$ cat src/rtl/stream_mux_nway_if.sv
// ---------------------------------------------------------------------------
// stream_mux_nway_if
//   Bundles the N input channels and the single output channel of the
//   stream_mux_nway block.
//
//   in_data   CHANNELS*WIDTH  channel i occupies bits [i*WIDTH +: WIDTH]
//   in_valid  CHANNELS        per-channel word valid
//   in_ready  CHANNELS        per-channel accept, at most one bit high
//   sel       SEL_W           fixed channel select (fixed-select mode only)
//   out_data  WIDTH           registered output word
//   out_valid 1               out_data holds an undelivered word
//   out_ready 1               consumer accepts out_data this cycle
//   out_chan  SEL_W           channel that supplied out_data
//
//   master: producers/consumer side (the environment driving the mux)
//   slave : the mux itself
// ---------------------------------------------------------------------------
interface stream_mux_nway_if #(
  parameter int WIDTH    = 16,
  parameter int CHANNELS = 4
);
  localparam int SEL_W = $clog2(CHANNELS);

  logic [CHANNELS*WIDTH-1:0] in_data;
  logic [CHANNELS-1:0]       in_valid;
  logic [CHANNELS-1:0]       in_ready;
  logic [SEL_W-1:0]          sel;
  logic [WIDTH-1:0]          out_data;
  logic                      out_valid;
  logic                      out_ready;
  logic [SEL_W-1:0]          out_chan;

  modport master (
    output in_data, in_valid, sel, out_ready,
    input  in_ready, out_data, out_valid, out_chan
  );

  modport slave (
    input  in_data, in_valid, sel, out_ready,
    output in_ready, out_data, out_valid, out_chan
  );
endinterface

$ cat src/rtl/stream_mux_nway.sv
// ---------------------------------------------------------------------------
// stream_mux_nway
//   N-way, W-bit stream multiplexer with valid/ready on every input channel
//   and one registered output stage. The channel is picked either by the
//   external sel input (MODE=0) or by a round-robin arbiter (MODE=1).
//   One word moves per accepted handshake, 1-cycle latency, full throughput.
//
// Ports
//   clk    in  clock, all state on the rising edge
//   reset  in  synchronous, active-high reset; drops any held word
//   bus    slave modport of stream_mux_nway_if (see that file for signals)
// ---------------------------------------------------------------------------
module stream_mux_nway #(
  parameter int WIDTH    = 16,
  parameter int CHANNELS = 4,
  parameter int MODE     = 0
) (
  input  logic                clk,
  input  logic                reset,
  stream_mux_nway_if.slave    bus
);
  localparam int SEL_W = $clog2(CHANNELS);

  logic [SEL_W-1:0]    rr_ptr;
  logic [SEL_W-1:0]    grant;
  logic                req;
  logic                load_en;
  logic                xfer;
  logic [CHANNELS-1:0] ready;
  logic [WIDTH-1:0]    grant_data;
  int                  scan_idx;

  // The stage can take a new word when it is empty or is being drained now.
  assign load_en = !bus.out_valid || bus.out_ready;

  // Grant selection. In round-robin mode the scan starts just after the last
  // channel served, so the previous winner has the lowest priority.
  always_comb begin
    grant    = '0;
    req      = 1'b0;
    scan_idx = 0;
    if (MODE == 0) begin
      grant = bus.sel;
      // sel values past the last channel (non power-of-two counts) request nothing
      if (int'(bus.sel) < CHANNELS)
        req = bus.in_valid[bus.sel];
    end else begin
      for (int off = 1; off <= CHANNELS; off++) begin
        scan_idx = (int'(rr_ptr) + off) % CHANNELS;
        if (!req && bus.in_valid[scan_idx]) begin
          req   = 1'b1;
          grant = SEL_W'(scan_idx);
        end
      end
    end
  end

  // One-hot ready towards the granted channel only; req already implies that
  // the granted channel is valid, so ready never goes to an idle channel.
  always_comb begin
    ready      = '0;
    grant_data = '0;
    for (int i = 0; i < CHANNELS; i++) begin
      if (grant == SEL_W'(i)) begin
        ready[i]   = load_en && req && !reset;
        grant_data = bus.in_data[i*WIDTH +: WIDTH];
      end
    end
  end

  assign bus.in_ready = ready;
  assign xfer         = |(bus.in_valid & ready);

  // Output register. A load takes priority over a drain so that back-to-back
  // words flow without a bubble; without a load a drain simply empties it.
  always_ff @(posedge clk) begin
    if (reset) begin
      bus.out_valid <= 1'b0;
      bus.out_data  <= '0;
      bus.out_chan  <= '0;
      rr_ptr        <= SEL_W'(CHANNELS - 1);
    end else if (xfer) begin
      bus.out_valid <= 1'b1;
      bus.out_data  <= grant_data;
      bus.out_chan  <= grant;
      if (MODE == 1)
        rr_ptr <= grant;
    end else if (bus.out_ready) begin
      bus.out_valid <= 1'b0;
    end
  end
endmodule

$ cat src/flat_wrapper.sv
// flat-port wrapper written by rule: the top's interface ports become plain ports
module stream_mux_nway_flat 
#(
  parameter int WIDTH    = 16,
  parameter int CHANNELS = 4,
  parameter int MODE     = 0
)
  (clk, reset, bus_in_data, bus_in_valid, bus_sel, bus_out_ready, bus_in_ready, bus_out_data, bus_out_valid, bus_out_chan);
  stream_mux_nway_if #(.WIDTH(WIDTH), .CHANNELS(CHANNELS)) bus_i ();
  input  logic clk;
  input  logic reset;
  input wire logic [$bits(bus_i.in_data)-1:0] bus_in_data;
  input wire logic [$bits(bus_i.in_valid)-1:0] bus_in_valid;
  input wire logic [$bits(bus_i.sel)-1:0] bus_sel;
  input wire logic [$bits(bus_i.out_ready)-1:0] bus_out_ready;
  output wire logic [$bits(bus_i.in_ready)-1:0] bus_in_ready;
  output wire logic [$bits(bus_i.out_data)-1:0] bus_out_data;
  output wire logic [$bits(bus_i.out_valid)-1:0] bus_out_valid;
  output wire logic [$bits(bus_i.out_chan)-1:0] bus_out_chan;
  assign bus_i.in_data = bus_in_data;
  assign bus_i.in_valid = bus_in_valid;
  assign bus_i.sel = bus_sel;
  assign bus_i.out_ready = bus_out_ready;
  assign bus_in_ready = bus_i.in_ready;
  assign bus_out_data = bus_i.out_data;
  assign bus_out_valid = bus_i.out_valid;
  assign bus_out_chan = bus_i.out_chan;
  stream_mux_nway #(.WIDTH(WIDTH), .CHANNELS(CHANNELS), .MODE(MODE)) u_core (.clk(clk), .reset(reset), .bus(bus_i));
endmodule
$ cat config.mk
export PLATFORM = sky130hd
export DESIGN_NAME = stream_mux_nway_flat
export DESIGN_NICKNAME = d
export VERILOG_FILES = /design/src/rtl/stream_mux_nway_if.sv /design/src/rtl/stream_mux_nway.sv /design/src/flat_wrapper.sv
export SDC_FILE = /design/constraint.sdc
export NUM_CORES = 1
export LEC_CHECK = 0
export ABC_AREA = 1
export CORE_ASPECT_RATIO = 0.9
export CORE_MARGIN = 3
export CORE_UTILIZATION = 30
export CTS_CLUSTER_DIAMETER = 50
export CTS_CLUSTER_SIZE = 12
export DETAILED_ROUTE_END_ITERATION = 16
export GPL_ROUTABILITY_DRIVEN = 0
export PLACE_DENSITY = 0.81
export SLEW_MARGIN = 10
export SYNTH_ARGS = -nofsm -noshare
export SYNTH_HDL_FRONTEND = slang
export SYNTH_SLANG_ARGS = --single-unit
$ cat constraint.sdc
create_clock -name clk -period 3 [get_ports clk]
set_input_delay 0.75 -clock clk [delete_from_list [all_inputs] [get_ports clk]]
set_output_delay 0.75 -clock clk [all_outputs]
set_load 0.02 [all_outputs]
# After elaboration in Yosys (flattened, before gate mapping)
# Cells that the tools add are included.
# word_totals
regBits	19
wordCells	28
# op_classes
order_cmp	1
n_eq_ne	3
mux	12
bitwise_logic	1
reduce_logical	8
# op_table
op	n
16-bit two-way mux	4
1-bit two-way mux	7
4-bit bitwise AND	1
2-bit equality test, second input constant	2
4-bit OR reduction	1
2-bit by 3-bit less-than comparator with 1-bit output, second input constant	1
1-bit binary-select mux with 2-bit select	1
2-bit by 1-bit equality test with 1-bit output, second input constant	1
1-bit logical AND	2
1-bit zero test	2
2-bit zero test	1
2-bit nonzero test	1
1-bit logical OR	1

# Logic depth before layout (Yosys ltp)
# Gate-level depths: netlist of run 1.
# logic_depth
ltp_word	8
mapped_depth	11

# Worst setup path before layout of run 1
# Ideal clock, no wire load.
# synth_path
kind	input -> output
start	input port bus_sel[0]
end	output port bus_in_ready[0]
t_arrival_ns	1.911
path_slack_ns	0.339
cell_stages	10
n_path_buf	3
cell_sequence	buf_6 inv_2 nand2_1 nand2_1 nand2_1 nand2_1 nand2_1 buf_6 buf_6 nor3_1
# synth_via
elab_chain_len	5
word_cells_on_any_way	6
# synth_rtl
element	line_no	text
from (decl)	flat_wrapper.sv:14	input wire logic [$bits(bus_i.sel)-1:0] bus_sel;
1-bit binary-select mux with 2-bit select	stream_mux_nway.sv:46	req = bus.in_valid[bus.sel];
1-bit two-way mux (not written as such)	stream_mux_nway.sv:46	
1-bit logical AND (2 in series)	stream_mux_nway.sv:65	ready[i] = load_en && req && !reset;
1-bit two-way mux *	stream_mux_nway.sv:64	if (grant == SEL_W'(i)) begin
to (decl)	flat_wrapper.sv:16	output wire logic [$bits(bus_i.in_ready)-1:0] bus_in_ready;
# Every way passes the cells marked *; elsewhere a longest branch is shown, timed or not. The select of a mux whose other input is x is not followed.

# Worst setup path in the final report of run 1
# layout_path
start	input port bus_sel[0]
end	output port bus_in_ready[1]
# The elaborated chain is that of the path after synthesis.

==> results.txt, run 1 <==
switching power = 0.2122 mW
initial antenna violation count = 0
antenna diode count = 0
clock-pin slew on the worst setup and hold paths = 0.07 ns
Final Setup Violations = 0
Syn Area/Cell = 5.845 um2
FF+latch count, synth = 19
Die H = 64.93 um
GRT Util Overall = 17.45%
CTS Buf Count = 3
die area = 4640 um2
outcome = complete, no violations
unrepaired setup endpoints after global routing = false
Gate power share = 37.4%
Clk pwr share = 24.0%
Via Count = 1565
H-Tree Depth = 1
crit path DAT = 2.07 ns
FF-to-FF path depth = 6
Setup CP Type = primary input to output pin
post-CTS setup buffers = 0
total grt overflow = 0
Leakage Power = 0.9921 nW
r2r startpoint = u_core.bus.out_valid$_SDFFE_PP0P_
die width = 71.47 um
clock buffer depth = 2
Residual DRC = 0
FF-to-FF End = u_core.bus.out_data[15]$_SDFFE_PP0P_
DRT antenna net count = 0
clk root buf = clkbuf_8
max cap viols = 0
slowest stage cell, crit path = clkdlybuf4s50_1
Sw Ratio = 28.75%
Mapped Area = 1157 um2
Reg power frac = 38.6%
cell row count = 20
routed len/inst = 11.94 um
Clock Sinks = 19
share of layout cells above drive strength 1 = 7.023%
Worst Tran Pin Value = 0.5404 ns
hold path depth = 2
first-pass GRT wire length = 6.492 mm
Layout Utilization = 62.59%
Final min period = 2.822 ns
maximum VDD drop = 0.0001859 V
data required time at the worst endpoint = 2.25 ns
total iterations of the first detailed-routing run = 4
Synthesis Warnings = 0
Top Ports = 96
Synth-to-Final Area Change = 90.81%
largest net degree at the start of global routing = 20
r2r setup slk = 1.59 ns
Final Hold Slack = 0.4608 ns
Setup crit end kind = output pin
Nets = 373
Mapped Nets = 271
DRT iter0 DRCs = 36
sequential area share after synthesis = 32.86%
fillers = 343
Internal Pwr Total = 0.5257 mW
Final Max Slew Viols = 0
Detailed Route WL = 4.096 mm
Netlist cell types = 16
Fin. Hold Viols = 0
fmax = 0.3544 GHz
Hold EP = u_core.bus.out_data[4]$_SDFFE_PP0P_
Final Cell Area = 2208 um2
Vias/cell = 4.563
vias in the first global route = 1443
CP dominant cell by count = nand2_1
CORE AREA = 3528 um2
starting density of the core = 32.80%
Tcrit/Tclk final = 94.06%
dpl cell area = 2183 um2
Final Total Pwr = 0.7379 mW
Slew HR = 63.84%
crit-path cells = clkdlybuf4s50_1 > nand2_1 > nand2_1 > nand2_1 > nand2_1 > nand2_1 > nor3_1 > clkbuf_2
min-delay worst type = flop to flop
synthesized instance count = 198
crit-path max cell delay = 0.56 ns
I/O Buffers = 95
Worst Hold Launch = u_core.bus.out_data[4]$_SDFFE_PP0P_
Worst-Skew Late Latency = 0.25 ns
CTS tree = yes
HPWL after DPL = 3.291 mm
startpoint types = primary input
Worst Path Max Fanout = 6
pwr dens = 334.1 nW/um2
skew final = 0.003201 ns
synthesized netlist by cell type:
cell type    n  area (um2)
nand2_1    110       412.9
dfxtp_1     19       380.4
nand4_1     16       100.1
nand3_1     14       70.07
nor2_1      11       41.29
inv_1        9       33.78
buf_2        5       25.02
buf_6        3       33.78
nor3_1       3       15.01
o21ai_0      2       10.01
a21oi_1      1       5.000
buf_4        1       7.510
clkbuf_1     1       3.750
clkinv_1     1       3.750
inv_2        1       3.750
nor2_4       1       11.26
cells by family after synthesis:
kind of cell | Yosys count | synth area share, %
compound gates | 3 | 1.297
flops | 19 | 32.86
buf+inv | 21 | 9.620
simple gates | 155 | 56.22
worst max-delay path, delay by kind of cell:
| kind | cells | cell delay, ns |
|---|---|---|
| simple gates | 6 | 0.56 |
| buf+inv | 2 | 0.76 |
routing by layer:
layer / up-vias / track usage (%) / share of wire [%]
met3: 2 / 4.806 / 10
met4: 0 / 3.521 / 0.71
li1: 829 / - / -
met5: - / 0 / 0
met1: 668 / 20.93 / 42
met2: 66 / 30.96 / 47
cell usage in the layout, fill, tap and decap left out:
master,netlist,final
nand4_1,16,16
nand2_1,110,110
buf_4,1,12
a21oi_1,1,1
inv_2,1,1
nor3_1,3,3
clkdlybuf4s50_1,0,91
clkbuf_8,0,3
nand3_1,14,14
clkbuf_1,1,1
inv_1,9,9
clkinv_1,1,1
nor2_4,1,1
clkbuf_2,0,4
nor2_1,11,11
dfxtp_1,19,19
o21ai_0,2,2
registers in the layout, indices dropped and copies added (netlist names):
name / flops
u_core.bus.out_data: 16
u_core.bus.out_valid: 1
u_core.bus.out_chan: 2
through the flow:
stage          setup slack [ns]  std cells  setup TNS [ns]
2_1_floorplan            0.3394        198               0
3_3_place_gp            -0.1702        339         -0.6099
3_5_place_dp            -0.2331        339         -0.8179
4_1_cts                 0.04180        343               0
5_1_grt                 0.03443        343               0
6_report                 0.1783        343               0
worst max-delay path by stage:
stage	start	end	slack [ns]	cells after the start
2_1_floorplan	bus_sel[0]	bus_in_ready[0]	0.34	10
3_3_place_gp	bus_sel[0]	bus_in_ready[0]	-0.17	8
3_5_place_dp	bus_sel[0]	bus_in_ready[1]	-0.23	8
4_1_cts	bus_sel[0]	bus_in_ready[1]	0.04	8
5_1_grt	bus_sel[0]	bus_in_ready[0]	0.03	8
6_report	bus_sel[0]	bus_in_ready[1]	0.18	8
power groups by stage:
stage | Combinational [mW] | Clock, mW | Sequential, mW
after floorplan | 0.0860 | 0 | 0.318
after global placement | 0.277 | 0 | 0.290
after detailed placement | 0.279 | 0 | 0.291
after CTS | 0.279 | 0.177 | 0.285
after global routing | 0.300 | 0.192 | 0.288
final | 0.276 | 0.177 | 0.285
area by class of cell:
type	count	area, um2	area share, %
repair buffers	107	1021	46.23
multi-input cells	158	665.6	30.14
flip-flops and latches	19	380.4	17.22
well taps	44	55.05	2.493
clock buffers	4	45.04	2.040
inverters	11	41.29	1.870
what timing repair did:
action                                  4_1_cts  5_1_grt
gates resized for setup                       4       11
cloned                                        0        0
hold buffers                                  0        0
endpoints found under the setup margin        4        4
No activity file was read; power rests on OpenSTA's default activity.
==> inputs of run 2 (changes only) <==
Settings changed: CTS_BUF_LIST set to sky130_fd_sc_hd__clkbuf_2 sky130_fd_sc_hd__clkbuf_4 sky130_fd_sc_hd__clkbuf_8, SKIP_LAST_GASP set to 1, TNS_END_PERCENT set to 100.
==> run 2 against run 1 <==
Net effect:
- sequential power about the same
- first-iteration DRC count is the same
- cell count unchanged
- clock-buffer cell count unchanged
- sequential share of layout area barely moved
- core utilization grew 0.11 points
- via count is 0.13% lower
- combinational power hardly changed
- worst setup slack did not move
- routed wire length grew 0.12%
- critical path type unchanged
==> results.txt, run 2 (synthesis results as in run 1) <==
HPWL after DPL = 3.291 mm
starting density of the core = 32.80%
DP Cell Count = 339
initial antenna violation count = 0
total grt overflow = 0
Residual DRC = 0
crit path DAT = 2.07 ns
Crit. Startpoint = bus_sel[0]
Worst Tran Pin Value = 0.5447 ns
startpoint types = primary input
largest net degree at the start of global routing = 20
Largest register FFs = 16
Slew HR = 63.46%
Die H = 64.93 um
cts hold-fix bufs = 0
most frequent cells in the layout = 110 x nand2_1, 91 x clkdlybuf4s50_1, 19 x dfxtp_1
FF-to-FF path depth = 6
Tcrit/Tclk final = 94.06%
Leakage Power = 0.9955 nW
die width = 71.47 um
H-Tree Depth = 1
Top Ports = 96
Detailed Route WL = 4.101 mm
share of layout cells above drive strength 1 = 7.358%
first-pass GRT wire length = 6.492 mm
vias in the first global route = 1443
CTS tree = yes
DRT antenna net count = 0
Vias/cell = 4.557
Via Count = 1563
data required time at the worst endpoint = 2.25 ns
dpl cell area = 2183 um2
Final Cell Area = 2212 um2
post-CTS setup buffers = 0
Fin. Hold Viols = 0
r2r startpoint = u_core.bus.out_valid$_SDFFE_PP0P_
Largest regs = u_core.bus.out_data x16, u_core.bus.out_chan x2, u_core.bus.out_valid x1
CP Capture Point = bus_in_ready[1]
Nets = 373
crit-path cells = clkdlybuf4s50_1 > nand2_1 > nand2_1 > nand2_1 > nand2_1 > nand2_1 > nor3_1 > clkbuf_2
Final Max Slew Viols = 0
Worst Path Max Fanout = 6
crit-path max cell delay = 0.56 ns
maximum VDD drop = 0.0001859 V
CORE AREA = 3528 um2
Setup crit end kind = output pin
Post-CTS Resized = 4
antenna diode count = 0
GRT Util Overall = 17.45%
fillers = 343
Post-Layout Cell Count = 343
max cap viols = 0
Synth-to-Final Area Change = 91.13%
Final min period = 2.822 ns
skew final = 0.0009798 ns
CTS Buf Count = 3
r2r setup slk = 1.58 ns
clk root buf = clkbuf_8
clock buffer depth = 2
Worst-Skew Late Latency = 0.25 ns
pwr dens = 338.6 nW/um2
slowest stage cell, crit path = clkdlybuf4s50_1
Crit path depth = 8
clock-pin slew on the worst setup and hold paths = 0.07 ns
CP dominant cell by count = nand2_1
DRT iter0 DRCs = 36
Worst Path Buf+Inv = 2
min-delay worst type = flop to flop
most common cell after layout, fill and taps aside = nand2_1
Clock Sinks = 19
Final Hold Slack = 0.4612 ns
CP top delay family = buffers and inverters
total iterations of the first detailed-routing run = 4
FF-to-FF End = u_core.bus.out_data[15]$_SDFFE_PP0P_
Setup CP Type = primary input to output pin
I/O Buffers = 95
unrepaired setup endpoints after global routing = false
fmax = 0.3544 GHz
Reg with most FFs = u_core.bus.out_data
Final Setup Violations = 0
outcome = complete, no violations
cell row count = 20
die area = 4640 um2
routed len/inst = 11.96 um
[run 2: changes by cell type in the layout (fill, tap and decap cells not counted)]
cell      change
clkbuf_1      -1
clkbuf_4      +1
[run 2: through the flow]
stage	setup TNS [ns]	setup slack (ns)	power, mW	util (%)
after floorplan	0	0.3394	0.4039	-
after global placement	-0.6099	-0.1702	0.5665	61.88
after detailed placement	-0.8179	-0.2331	0.5701	61.88
after CTS	0	0.04180	0.7512	63.12
after global routing	0	0.03443	0.7901	62.70
final	0	0.1783	0.7489	62.70
[run 2: per-layer routing]
| metal | GRT usage (%) | vias to the layer above | wire [um] |
|---|---|---|---|
| li1 | - | 829 | - |
| met1 | 20.93 | 666 | 1747 |
| met2 | 30.96 | 66 | 1902 |
| met3 | 4.806 | 2 | 422 |
| met4 | 3.521 | 0 | 29 |
| met5 | 0 | - | 0 |
[run 2: worst min path at each step]
| stage | cells past startpoint | to | start | slack [ns] |
|---|---|---|---|---|
| finish | 2 | u_core.bus.out_data[4]$_SDFFE_PP0P_ | u_core.bus.out_data[4]$_SDFFE_PP0P_ | 0.46 |
| global route | 2 | u_core.bus.out_data[6]$_SDFFE_PP0P_ | u_core.bus.out_data[6]$_SDFFE_PP0P_ | 0.48 |
| CTS | 2 | u_core.bus.out_data[1]$_SDFFE_PP0P_ | u_core.bus.out_data[1]$_SDFFE_PP0P_ | 0.47 |
| detailed placement | 2 | u_core.bus.out_data[1]$_SDFFE_PP0P_ | u_core.bus.out_data[1]$_SDFFE_PP0P_ | 0.45 |
| global placement | 2 | u_core.bus.out_data[4]$_SDFFE_PP0P_ | u_core.bus.out_data[4]$_SDFFE_PP0P_ | 0.45 |
| floorplan | 2 | u_core.bus.out_data[10]$_SDFFE_PP0P_ | u_core.bus.out_data[10]$_SDFFE_PP0P_ | 0.54 |
[run 2: area by class of cell]
cell class	instances	area, um2	area share, %
Timing Repair Buffer	107	1021	46.15
Clock buffer	4	48.80	2.206
Tap cell	44	55.05	2.489
Multi-Input combinational cell	158	665.6	30.09
Sequential cell	19	380.4	17.19
Inverter	11	41.29	1.867
[run 2: where the power goes]
part | leakage (nW) | internal [mW] | switching [mW]
sequential | 0.156 | 0.274 | 0.0105
clock | 0.0262 | 0.103 | 0.0851
combinational | 0.813 | 0.157 | 0.119
[run 2: tightest hold or removal path: cells and delay by family, from the launching register on]
kind             cells  cell delay, ns
DFF                  1            0.31
and+or+nand+nor      2            0.11
